<file path="src/rtl/ifetch_pkg.sv">
// ifetch_pkg: shared widths, NOP encoding and the buffered fetch entry type
package ifetch_pkg;
  localparam int AW = 32;
  localparam int IW = 32;
  localparam logic [IW-1:0] NOP = 32'h0000_0000;
  typedef struct packed {
    logic [AW-1:0] pc;
    logic [IW-1:0] instr;
  } fetch_entry_t;
endpackage

</file>
<file path="src/rtl/sync_fifo.sv">
// sync_fifo: DEPTH-entry FIFO with flush, head word read straight from storage
module sync_fifo #(
  parameter int DEPTH = 2,
  parameter int W = 32
) (
  input  logic                       clk,
  input  logic                       rst_n,
  input  logic                       i_flush,
  input  logic                       i_push,
  input  logic                       i_pop,
  input  logic [W-1:0]               i_din,
  output logic [W-1:0]               o_dout,
  output logic                       o_full,
  output logic                       o_empty,
  output logic [$clog2(DEPTH):0]     o_count
);
  localparam int PW = $clog2(DEPTH);
  logic [W-1:0] r_mem [DEPTH];
  logic [PW-1:0] r_wr, r_rd;
  logic [PW:0] r_cnt;
  logic w_push, w_pop;
  assign o_full = r_cnt == (PW+1)'(DEPTH);
  assign o_empty = r_cnt == '0;
  assign o_count = r_cnt;
  assign o_dout = r_mem[r_rd];
  assign w_push = i_push & ~o_full;
  assign w_pop = i_pop & ~o_empty;
  always_ff @(posedge clk or negedge rst_n)
    if (!rst_n) begin
      r_wr <= '0;
      r_rd <= '0;
      r_cnt <= '0;
    end else if (i_flush) begin
      r_wr <= '0;
      r_rd <= '0;
      r_cnt <= '0;
    end else begin
      r_wr <= r_wr + PW'(w_push);
      r_rd <= r_rd + PW'(w_pop);
      r_cnt <= r_cnt + (PW+1)'(w_push) - (PW+1)'(w_pop);
    end
  always_ff @(posedge clk)
    if (w_push) r_mem[r_wr] <= i_din;
endmodule

</file>
<file path="src/rtl/ifetch_unit.sv">
// ifetch_unit: credit-limited instruction fetch pairing in-order memory responses with their PCs
module ifetch_unit
  import ifetch_pkg::*;
#(
  parameter int DEPTH = 2,
  parameter int AW = ifetch_pkg::AW
) (
  input  logic          clk,
  input  logic          rst_n,
  input  logic [AW-1:0] pc_i,
  input  logic          pc_valid_i,
  output logic          pc_ready_o,
  input  logic          redirect_i,
  output logic          imem_req_o,
  output logic [AW-1:0] imem_addr_o,
  input  logic          imem_gnt_i,
  input  logic          imem_rvalid_i,
  input  logic [31:0]   imem_rdata_i,
  output logic          instr_valid_o,
  output logic [31:0]   instr_o,
  output logic [AW-1:0] instr_pc_o,
  input  logic          instr_ready_i
);
  localparam int CW = $clog2(DEPTH) + 1;
  logic [CW-1:0] r_outstanding, r_discard, w_buf_count, w_pend_count;
  logic w_credit, w_grant, w_live, w_buf_push, w_buf_pop;
  logic w_pend_full, w_pend_empty, w_buf_full, w_buf_empty;
  logic [AW-1:0] w_pend_pc;
  fetch_entry_t w_buf_din, w_head, r_last;
  assign w_credit = (CW+2)'(w_buf_count) + (CW+2)'(r_outstanding) + (CW+2)'(r_discard) < (CW+2)'(DEPTH);
  assign imem_req_o = rst_n & pc_valid_i & w_credit & ~redirect_i;
  assign imem_addr_o = {pc_i[AW-1:2], 2'b00};
  assign pc_ready_o = imem_req_o & imem_gnt_i;
  assign w_grant = pc_ready_o;
  assign w_live = imem_rvalid_i & (r_discard == '0);
  assign w_buf_push = w_live & ~redirect_i;
  assign w_buf_pop = instr_ready_i & ~redirect_i;
  assign w_buf_din = '{pc: w_pend_pc, instr: imem_rdata_i};
  assign instr_valid_o = ~w_buf_empty;
  assign instr_o = w_buf_empty ? r_last.instr : w_head.instr;
  assign instr_pc_o = w_buf_empty ? r_last.pc : w_head.pc;
  // pending queue is never flushed: discarded responses still pop their PC
  sync_fifo #(.DEPTH(DEPTH), .W(AW)) u_pend (
    .clk(clk), .rst_n(rst_n), .i_flush(1'b0), .i_push(w_grant), .i_pop(imem_rvalid_i),
    .i_din(pc_i), .o_dout(w_pend_pc), .o_full(w_pend_full), .o_empty(w_pend_empty), .o_count(w_pend_count)
  );
  sync_fifo #(.DEPTH(DEPTH), .W($bits(fetch_entry_t))) u_buf (
    .clk(clk), .rst_n(rst_n), .i_flush(redirect_i), .i_push(w_buf_push), .i_pop(w_buf_pop),
    .i_din(w_buf_din), .o_dout(w_head), .o_full(w_buf_full), .o_empty(w_buf_empty), .o_count(w_buf_count)
  );
  always_ff @(posedge clk or negedge rst_n)
    if (!rst_n) begin
      r_outstanding <= '0;
      r_discard <= '0;
      r_last <= '{pc: '0, instr: NOP};
    end else begin
      if (!w_buf_empty) r_last <= w_head;
      if (redirect_i) begin
        r_outstanding <= '0;
        r_discard <= r_discard + r_outstanding - CW'(imem_rvalid_i);
      end else begin
        r_outstanding <= r_outstanding + CW'(w_grant) - CW'(w_live);
        if (imem_rvalid_i && !w_live) r_discard <= r_discard - CW'(1);
      end
    end
  assert property (@(posedge clk) disable iff (!rst_n) imem_rvalid_i |-> (!w_pend_empty && (r_outstanding != '0 || r_discard != '0)));
  assert property (@(posedge clk) disable iff (!rst_n) !(w_grant && w_pend_full));
  assert property (@(posedge clk) disable iff (!rst_n) !(w_buf_push && w_buf_full));
  assert property (@(posedge clk) disable iff (!rst_n) w_pend_count == r_outstanding + r_discard);
endmodule

</file>
<file path="config.mk">
export PLATFORM = sky130hd
export DESIGN_NAME = ifetch_unit
export DESIGN_NICKNAME = d
export VERILOG_FILES = /design/src/rtl/ifetch_pkg.sv /design/src/rtl/sync_fifo.sv /design/src/rtl/ifetch_unit.sv
export SDC_FILE = /design/constraint.sdc
export NUM_CORES = 1
export LEC_CHECK = 0
export BUFFER_PORTS_ARGS = -buffer_cell sky130_fd_sc_hd__buf_4
export CORE_ASPECT_RATIO = 2
export CORE_UTILIZATION = 45
export DETAILED_ROUTE_END_ITERATION = 16
export HOLD_SLACK_MARGIN = 0.05
export PLACE_DENSITY = 0.66
export SETUP_SLACK_MARGIN = 0.15
export SLEW_MARGIN = 10
export SYNTH_ARGS = -nofsm -noshare
export SYNTH_HDL_FRONTEND = slang
export SYNTH_SLANG_ARGS = --single-unit
</file>
<file path="constraint.sdc">
create_clock -name clk -period 3.9 [get_ports clk]
set_input_delay 0.585 -clock clk [delete_from_list [all_inputs] [get_ports clk]]
set_output_delay 0.585 -clock clk [all_outputs]
set_load 0.03 [all_outputs]
</file>
==> out/metrics.cfg <==
[outcome]
status=finished clean

[synth]
synth_cells=618
synth.most_common_cell=edfxtp_1
synth_seq_cells=268
ys_seq_area_frac=0.751
synth_area_per_cell_sq_um=16.5
synth-edff-count=192
netlist.area_leader.share=0.564
synthDistinctLibCells=27
synth_top_area_cell=edfxtp_1
synthFlopType=edfxtp_1
ys_async_sr_fraction=0.284
syn-cell-area_sq_mm=0.0102
ys_warn_count=0
synth_area_leaders=edfxtp_1, dfrtp_1, mux2i_1, mux2_2, a21oi_1
synth_common_cells=edfxtp_1, dfrtp_1, nor2_1

[critical_path]
crit_type=reg -> out
worstPathMaxFanout=3
arrival_ps=2730
critPathCaptureType=output port
cp-startpoint=r_outstanding[1]$_DFF_PN0_
startpoint_type=flip-flop
required_ps=3310
r2r-start=r_outstanding[1]$_DFF_PN0_

[cells_and_area]
area_delta_synth_final_pct=19.7
drive_above_1_share=0.323
nets=851
post-route-util=0.552
num_antenna_cells=0

[routing]
via_per_inst=5.05
wl_per_cell_um=18.0
drc_errors=0
postRouteAntennaNets=0
drtPass1Iterations=4
totalWireLength_um=19000
drtIter0Drc=272
vias=5328

[floorplan]
dieArea_sq_mm=0.0233
initial_utilization=0.461
pin_count=170
rows=77
coreArea_sq_mm=0.0222
fp.dieW_um=109
die_y_um=215

[global_route]
antenna_found_initial=0
grt_overflow=0
grt_pass1_wl_um=29600
grt.total_usage=0.168
grt_max_degree=79
grt_pass1_vias=5819

[placement]
post-place-ws_ps=827
port_buffers=167
place_congestion=0.824
place_hpwl_um=12600

[power]
p_leak_nw=4.58
ir_drop_mv=0.573
p_sw_mw=3.32
power_frac_seq=0.409
sw_frac_of_total=0.354
combPwrFrac=0.358
p_per_area_mw_per_mm2=768
power.internal_mw=6.07
power_frac_clock=0.233

[cts]
post_cts_buffers=0
cts-resized-gates=0
htreeDepth=1
clk_latency_ps=510
cts_tree=yes
cts_buffers=23
clock-sinks=268
clockBufferDepth=3
root_buffer=clkbuf_16
path_clk_slew_ps=70
cts-hold-fix-buffers=0

[timing]
finalCritPeriodShare=0.851
setup_viol=0
worst_slew_pin_slew_ps=1050
slew_viol_final=0
hold_violations=0
fin_skew_ps=6.97
max_freq_ghz=0.301
whs_ps=255
rsz0062_at_grt=no
setup_ws_ps=582
slew_headroom=0.298
setup_tns_ps=0
fin_crit_ps=3320

[worst_hold_path]
hold_start=imem_rdata_i[2]
min_path_type=in -> reg

[flow_run]
maxCapViolCount=0

==> path summary, 6_finish.rpt <==
| kind | to | slack [ps] | cells after the start |
|---|---|---|---|
| worst max-delay path | pc_ready_o | 580 | 8 |
| worst min-delay path | u_buf.r_mem[1][2]$_DFFE_PP_ | 260 | 1 |
| worst max register to register | u_pend.r_mem[0][4]$_DFFE_PP_ | 850 | 9 |
| worst min register to register | u_pend.o_count[1]$_DFF_PN0_ | 500 | 1 |
| max in group asynchronous | u_buf.r_rd$_DFF_PN0_ | 2760 | 2 |
| min in group asynchronous | r_outstanding[0]$_DFF_PN0_ | 350 | 2 |
==> state kept, by name, indices dropped and copies added, names as in the netlist, 2 cells and up <==
register,cells
r_outstanding,2
r_last,64
r_discard,2
u_buf.r_mem,128
u_buf.o_count,2
u_pend.r_mem,64
u_pend.o_count,2
==> cells in the final DEF, fill, tap and decap left out, types with 2 or more instances in the layout <==
cell,instances
a21oi_1,64
buf_12,3
buf_4,174
clkbuf_1,5
clkbuf_16,23
clkbuf_8,7
clkinv_2,4
conb_1,2
dfrtp_1,75
edfxtp_1,192
ha_1,12
ha_2,2
ha_4,2
inv_1,16
mux2_2,33
mux2i_1,65
nand2_1,3
nor2_1,69
nor2b_1,3
o21ai_0,2
xnor2_1,7
xor2_1,4
==> worst max-delay path: stages, from the launching register on <==
cell       delay (ps)
dfrtp_1           360
inv_1              90
fa_1              550
inv_1              50
ha_1              270
nand4bb_1         180
nor3b_1           320
and2_1            230
buf_4             170
==> logic make-up after synthesis <==
family	Yosys count	synth area share
DFF	268	0.751
muxes	98	0.100
and+or+nand+nor	80	0.0322
buffers and inverters	74	0.0511
AOI/OAI and AO/OA	69	0.0345
adders and majority gates	17	0.0216
xor gates and xnor gates	11	0.00943
other	1	0.000367
==> layout make-up <==
class | instances | area (sq um)
Multi-Input combinational cell | 277 | 2060
Tap cell | 276 | 345
Clock buffer | 35 | 691
Sequential cell | 268 | 7670
Fill cell | 1799 | 9930
Timing Repair Buffer | 177 | 1370
Inverter | 16 | 60.1
Clock inverter | 6 | 36.3
==> stage by stage <==
step | std cells | power (mW) | cell area [sq um]
finish | 1055 | 9.39 | 12200
global route | 1055 | 9.87 | 12200
CTS | 1055 | 9.51 | 12200
detailed placement | 1014 | 7.30 | 11500
global placement | 1014 | 7.18 | 11500
floorplan | 619 | 6.17 | 10200
==> layer usage <==
layer,share of wire,vias to the layer above,wire length (um),GRT usage
met5,0,-,0,0
met4,0.044,0,835,0.0878
met3,0.047,46,887,0.0234
met2,0.59,159,11200,0.333
met1,0.32,2634,6160,0.157
li1,-,2489,-,-
==> power by group through the flow <==
stage          registers, mW  clock network, mW  logic (mW)
2_1_floorplan           3.78                  0        2.38
3_3_place_gp            3.87                  0        3.30
3_5_place_dp            3.91                  0        3.39
4_1_cts                 3.85               2.25        3.41
5_1_grt                 3.90               2.36        3.61
6_report                3.85               2.18        3.36
(Power assumes the default switching activity.)
